$ cat src/rtl/topk4_sort_ctrl.sv
// rtl/topk4_sort_ctrl.sv - streaming top-4 smallest key selector over a frame of key pairs
// Keeps four ascending result registers and merges one (lo, hi) pair per accepted beat.
module topk4_sort_ctrl #(
  parameter int DATA_W = 10,
  parameter int LEN_W  = 8
) (
  input  logic              i_clk,
  input  logic              i_rst_n,
  input  logic              i_start,
  input  logic [LEN_W-1:0]  i_len,
  input  logic              i_valid,
  input  logic [DATA_W-1:0] i_data_a,
  input  logic [DATA_W-1:0] i_data_b,
  output logic              o_ready,
  output logic              o_busy,
  output logic              o_valid,
  input  logic              i_out_ready,
  output logic [DATA_W-1:0] o_data_0,
  output logic [DATA_W-1:0] o_data_1,
  output logic [DATA_W-1:0] o_data_2,
  output logic [DATA_W-1:0] o_data_3
);

  typedef enum logic [1:0] {
    S_IDLE,
    S_LOAD,
    S_DONE
  } state_t;

  localparam logic [DATA_W-1:0] ALL_ONES = '1;

  state_t                   state_q, state_d;
  logic [LEN_W-1:0]         len_q, len_d;
  logic [LEN_W-1:0]         cnt_q, cnt_d;
  logic [3:0][DATA_W-1:0]   res_q, res_d;
  logic [3:0][DATA_W-1:0]   merged;
  logic [3:0][DATA_W-1:0]   after_lo;
  logic [DATA_W-1:0]        key_lo, key_hi;
  logic                     accept;

  // Insert one key into a sorted list of four, dropping the largest of the five.
  // Strict less-than puts a new key after any equal resident entry.
  function automatic logic [3:0][DATA_W-1:0] insert_key(
    input logic [3:0][DATA_W-1:0] r,
    input logic [DATA_W-1:0]      k
  );
    logic [3:0][DATA_W-1:0] ins;
    ins[0] = (k < r[0]) ? k : r[0];
    for (int i = 1; i < 4; i++) begin
      if (k < r[i]) begin
        ins[i] = (k < r[i-1]) ? r[i-1] : k;
      end else begin
        ins[i] = r[i];
      end
    end
    return ins;
  endfunction

  // Inserting lo then hi is exact: whatever lo displaces can only be outranked by hi.
  always_comb begin
    key_lo   = (i_data_b < i_data_a) ? i_data_b : i_data_a;
    key_hi   = (i_data_b < i_data_a) ? i_data_a : i_data_b;
    after_lo = insert_key(res_q, key_lo);
    merged   = insert_key(after_lo, key_hi);
  end

  assign accept = (state_q == S_LOAD) && i_valid;

  always_comb begin
    state_d = state_q;
    len_d   = len_q;
    cnt_d   = cnt_q;
    res_d   = res_q;
    unique case (state_q)
      S_IDLE: begin
        if (i_start) begin
          len_d   = i_len;
          cnt_d   = '0;
          res_d   = {4{ALL_ONES}};
          state_d = (i_len != '0) ? S_LOAD : S_DONE;
        end
      end
      S_LOAD: begin
        if (accept) begin
          res_d = merged;
          cnt_d = cnt_q + LEN_W'(1);
          if (cnt_d == len_q) begin
            state_d = S_DONE;
          end
        end
      end
      S_DONE: begin
        if (i_out_ready) begin
          state_d = S_IDLE;
        end
      end
      default: begin
        state_d = S_IDLE;
      end
    endcase
  end

  always_ff @(posedge i_clk or negedge i_rst_n) begin
    if (!i_rst_n) begin
      state_q <= S_IDLE;
      len_q   <= '0;
      cnt_q   <= '0;
      res_q   <= {4{ALL_ONES}};
    end else begin
      state_q <= state_d;
      len_q   <= len_d;
      cnt_q   <= cnt_d;
      res_q   <= res_d;
    end
  end

  assign o_ready  = (state_q == S_LOAD);
  assign o_valid  = (state_q == S_DONE);
  assign o_busy   = (state_q != S_IDLE);
  assign o_data_0 = res_q[0];
  assign o_data_1 = res_q[1];
  assign o_data_2 = res_q[2];
  assign o_data_3 = res_q[3];

endmodule

$ cat config.mk
export PLATFORM = sky130hd
export DESIGN_NAME = topk4_sort_ctrl
export DESIGN_NICKNAME = d
export VERILOG_FILES = /design/src/rtl/topk4_sort_ctrl.sv
export SDC_FILE = /design/constraint.sdc
export NUM_CORES = 1
export LEC_CHECK = 0
export CORE_UTILIZATION = 25
export CTS_CLUSTER_SIZE = 25
export DETAILED_ROUTE_END_ITERATION = 8
export PLACE_DENSITY = 0.41
export SETUP_SLACK_MARGIN = 0.02
export SYNTH_ARGS = -nofsm -noshare
export SYNTH_HDL_FRONTEND = slang
export SYNTH_SLANG_ARGS = --single-unit
$ cat constraint.sdc
create_clock -name i_clk -period 10.3 [get_ports i_clk]
set_input_delay 1.03 -clock i_clk [delete_from_list [all_inputs] [get_ports i_clk]]
set_output_delay 1.03 -clock i_clk [all_outputs]
set_load 0.02 [all_outputs]
==> metrics.log <==
INFO  metric run_status = finished clean
INFO  metric ff_to_ff_setup_slack = 4010 ps
INFO  metric route.vias.total = 6133
INFO  metric setup_viol_count_final = 0
INFO  metric floorplan.die.width = around 160 microns
INFO  metric grt.overflow.total = 0
INFO  metric number_of_global_route_vias_before_repair = roughly 6000
INFO  metric period_share = 87.04%
INFO  metric syn_avg_cell_area = 8.158 sq um
INFO  metric xor_xnor_share_of_the_synthesized_area = under 10%
INFO  metric starting_drt_drc_count = 438
INFO  metric ff_latch_area = 1501 sq um
INFO  metric synth_area = 6387 sq um
INFO  metric number_of_design_rule_violations_left_after_detail_routing = 0
INFO  metric hold-worst-slack = 489.8 ps
INFO  metric tns = 0 ps
INFO  metric worst_slew_pin_slew = 1170 ps
INFO  metric fillerInstances = 2713
INFO  metric mostFrequentLayoutCells = sky130_fd_sc_hd__ha_1, sky130_fd_sc_hd__nand2_1, sky130_fd_sc_hd__clkdlybuf4s50_1
INFO  metric synth_top_family_by_area = compound AO/OA/AOI/OAI gates
INFO  metric vdd.ir_drop.worst = 0.1175 mV
INFO  metric hold_path.startpoint = len_q[7]
INFO  metric mappedNetlistNets = 898
INFO  metric minimum_clock_period_after_layout = around 9000 ps
INFO  metric io_buffers = 75
INFO  metric critPathRequiredTime = 10520 ps
INFO  metric slew-limit-headroom = 22.02%
INFO  metric worstSetupEndpointType = flop
INFO  metric pin_count_of_the_biggest_net_entering_global_routing = 59
INFO  metric detailedRoute.firstPassIterationCount = 6
INFO  metric post_cts_hold_buffer_count = 0
INFO  metric cts.clk_slew.worst_paths = approximately 50 ps
INFO  metric timing_max_transition_violations_final = 0
INFO  metric grt_antenna_before_repair = 0
INFO  metric final_layout_size_suffix_gt1_share = between 10% and 20%
INFO  metric mostFrequentLayoutCell = sky130_fd_sc_hd__ha_1
INFO  metric cts_tree = yes
INFO  metric maximum_frequency_from_static_timing_analysis = 0.1115 GHz
INFO  metric wl_per_cell = ~20 microns
INFO  metric grt_setup_unrepaired = no
INFO  metric worstSetupPathType = primary input to flop
INFO  metric cts_made_buffers = 9
INFO  metric r2r_end = o_data_2[0]
INFO  metric global_route.usage.total = 18.12%
INFO  metric multi_input_comb_area = 4459 sq um
INFO  metric viasPerCell = 5.193
INFO  metric clock_insertion_delay_worst_skew = 350 ps
INFO  metric total_die_area = 26190 sq um
INFO  metric cts_htree_levels = 3
INFO  metric chipHeight = 161.8 microns
INFO  metric timing.critical_path.slowest_cell_delay = 670 ps
INFO  metric global_route_wire_length_before_repair = 35820 microns
INFO  metric count_of_standard_cell_rows = 58
INFO  metric synth-main-ff-cell = sky130_fd_sc_hd__dfstp_2
INFO  metric post_synth_num_cell_types = 66
INFO  metric synth.area.top_cells = sky130_fd_sc_hd__dfstp_2, sky130_fd_sc_hd__ha_1, sky130_fd_sc_hd__dfrtp_1, sky130_fd_sc_hd__o21ai_0, sky130_fd_sc_hd__mux2_2
INFO  metric synth.yosys.seq_area_share = a little under a quarter
INFO  metric timing.max_cap.violations = 0
INFO  metric crit_path_max_fanout = 27
INFO  metric post-cts-setup-buffers = 0
INFO  metric postCtsResizedCells = 0
INFO  metric share_of_synthesized_registers_carrying_an_async_set_or_reset = 100.0%
INFO  metric synth_edf_count = 0
INFO  metric min-delay-path-class = flop to flop
INFO  metric synth_fa_ha_area_share = 16.06%
INFO  metric power.leakage = between 3 and 4 nW
INFO  metric root_buffer = sky130_fd_sc_hd__clkbuf_16
INFO  metric muxShareOfSynthArea = 7.267%
INFO  metric cp.arrival = 9180 ps
INFO  metric synth-simple-area-share = 15.71%
INFO  metric synth.yosys.warnings = 0
INFO  metric cts_num_sinks = between 50 and 60
INFO  metric postRouteAntennaNets = 0
INFO  metric clockBufferDepth = 2
INFO  metric finalClockSkew = ~9.5 ps
INFO  metric timing.critical_path.from_type = primary input
INFO  metric ff2ff_path_depth = 21
INFO  metric insertedDiodeCount = 0
INFO  metric critPathSlowestCell = sky130_fd_sc_hd__nand2_1
INFO  metric netlist_instances = 783
INFO  metric synth.top_cell.area_share = 16.45%
INFO  metric synthDominantAreaCellType = sky130_fd_sc_hd__dfstp_2
INFO  metric initial_utilization = 25.44%
INFO  metric top_level_ports = 76
INFO  metric yosys_register_bits = 58
INFO  metric place.gp.congestion = approximately 0.85
INFO  metric layout.nets = 961
INFO  metric layout-area-overhead-vs-synth = 21.61%
INFO  metric timing.hold.worst_path_depth = 2
INFO  metric powerDensity = 267.7 nW/um^2
INFO  metric synth_compound_gate_area_share = 28.78%
INFO  metric drt_wl_total = 23300 microns
INFO  metric final_core_util = a little under a third
INFO  metric hold_viol_final = 0
INFO  metric crit-reg2reg-launch = o_data_1[9]
INFO  metric core = 25110 sq um
INFO  metric detailed_place_hpwl = 17530 microns
INFO  metric hold_path_end = len_q[7]
==> cell families (layout without fill, tap and decap cells) <==
family                     after synthesis  in the layout
DFF                                     58             58
muxes                                   43             43
AOI/OAI and AO/OA                      259            259
adders and majority gates               82             82
xor gates and xnor gates                12             12
buffers and inverters                  108            176
and+or+nand+nor                        221            221
==> cell usage after synthesis (all sizes together), types with 2 or more instances <==
library cell / n
ha: 82
o21ai: 80
nand2: 78
nor2: 72
inv: 70
a21oi: 45
dfstp: 40
mux2: 27
clkbuf: 23
a21o: 20
dfrtp: 18
a211o: 17
mux2i: 16
buf: 15
nand4: 14
a22oi: 13
a221oi: 11
nor4: 11
a222oi: 10
nor3: 10
a211oi: 9
nand3: 9
a2bb2oi: 8
a31oi: 8
xnor2: 8
and2: 7
nand2b: 7
o21a: 6
o31a: 5
a32oi: 4
and3: 4
o211a: 4
xor2: 4
o311ai: 3
o31ai: 3
a221o: 2
nor2b: 2
o22ai: 2
==> worst max path at each step <==
stage / startpoint / to / slack [ps] / cells past startpoint
after global routing: i_data_a[8] / o_data_2[0] / 770 / 28
after floorplan: i_data_a[9] / o_data_2[2] / 3620 / 29
after global placement: i_data_a[7] / o_data_2[0] / 1030 / 28
after CTS: i_data_a[9] / o_data_1[0] / 1450 / 28
final: i_data_a[7] / o_data_2[0] / 1330 / 28
after detailed placement: i_data_a[7] / o_data_1[0] / 1120 / 28
==> cell type report <==
class,count,share of cell area (%)
multi-input cells,617,57.41
flip-flops and latches,58,19.33
repair buffers,90,11.05
well taps,330,5.316
inverters,70,3.383
clock buffers,11,3.125
clock inverters,5,0.3866
==> where the power goes <==
group          internal, W  leakage (nW)  switching, W  total [W]
registers         0.000333         0.656     0.0000738   0.000407
logic             0.000558          2.95      0.000821    0.00138
clock network     0.000168         0.131      0.000124   0.000293
==> sequential cells by signal, summed over array words and instances, names as in the netlist <==
register  cells
o_data_1     10
o_data_0     10
o_data_2     10
len_q         8
state_q       2
cnt_q         8
o_data_3     10
==> critical path, delay by kind of cell <==
family,cells,cell delay (ps)
and+or+nand+nor,7,2180
buffers and inverters,4,1020
adders and majority gates,3,940
AOI/OAI and AO/OA,13,3430
muxes,1,530
==> per-stage QoR <==
stage | instances | worst slack, ps | power (W) | instance area, sq um
floorplan | 783 | 3623 | 0.001346 | 6387
global placement | 1165 | 1033 | 0.001792 | 7495
detailed placement | 1165 | 1117 | 0.001781 | 7495
CTS | 1181 | 1449 | 0.002085 | 7767
global route | 1181 | 765.7 | 0.002253 | 7767
finish | 1181 | 1334 | 0.002079 | 7767
==> layer usage <==
metal / global-route usage, % / share of wire [%] / routed length [microns] / vias to the layer above
met5: 0 / 0 / 0 / -
met4: 5.274 / 1.8 / 411 / 0
met3: 3.396 / 5.5 / 1293 / 35
met2: 29.50 / 46 / 10690 / 184
met1: 24.22 / 47 / 10900 / 2888
li1: - / - / - / 3026
No activity file was read; power rests on OpenSTA's default activity.
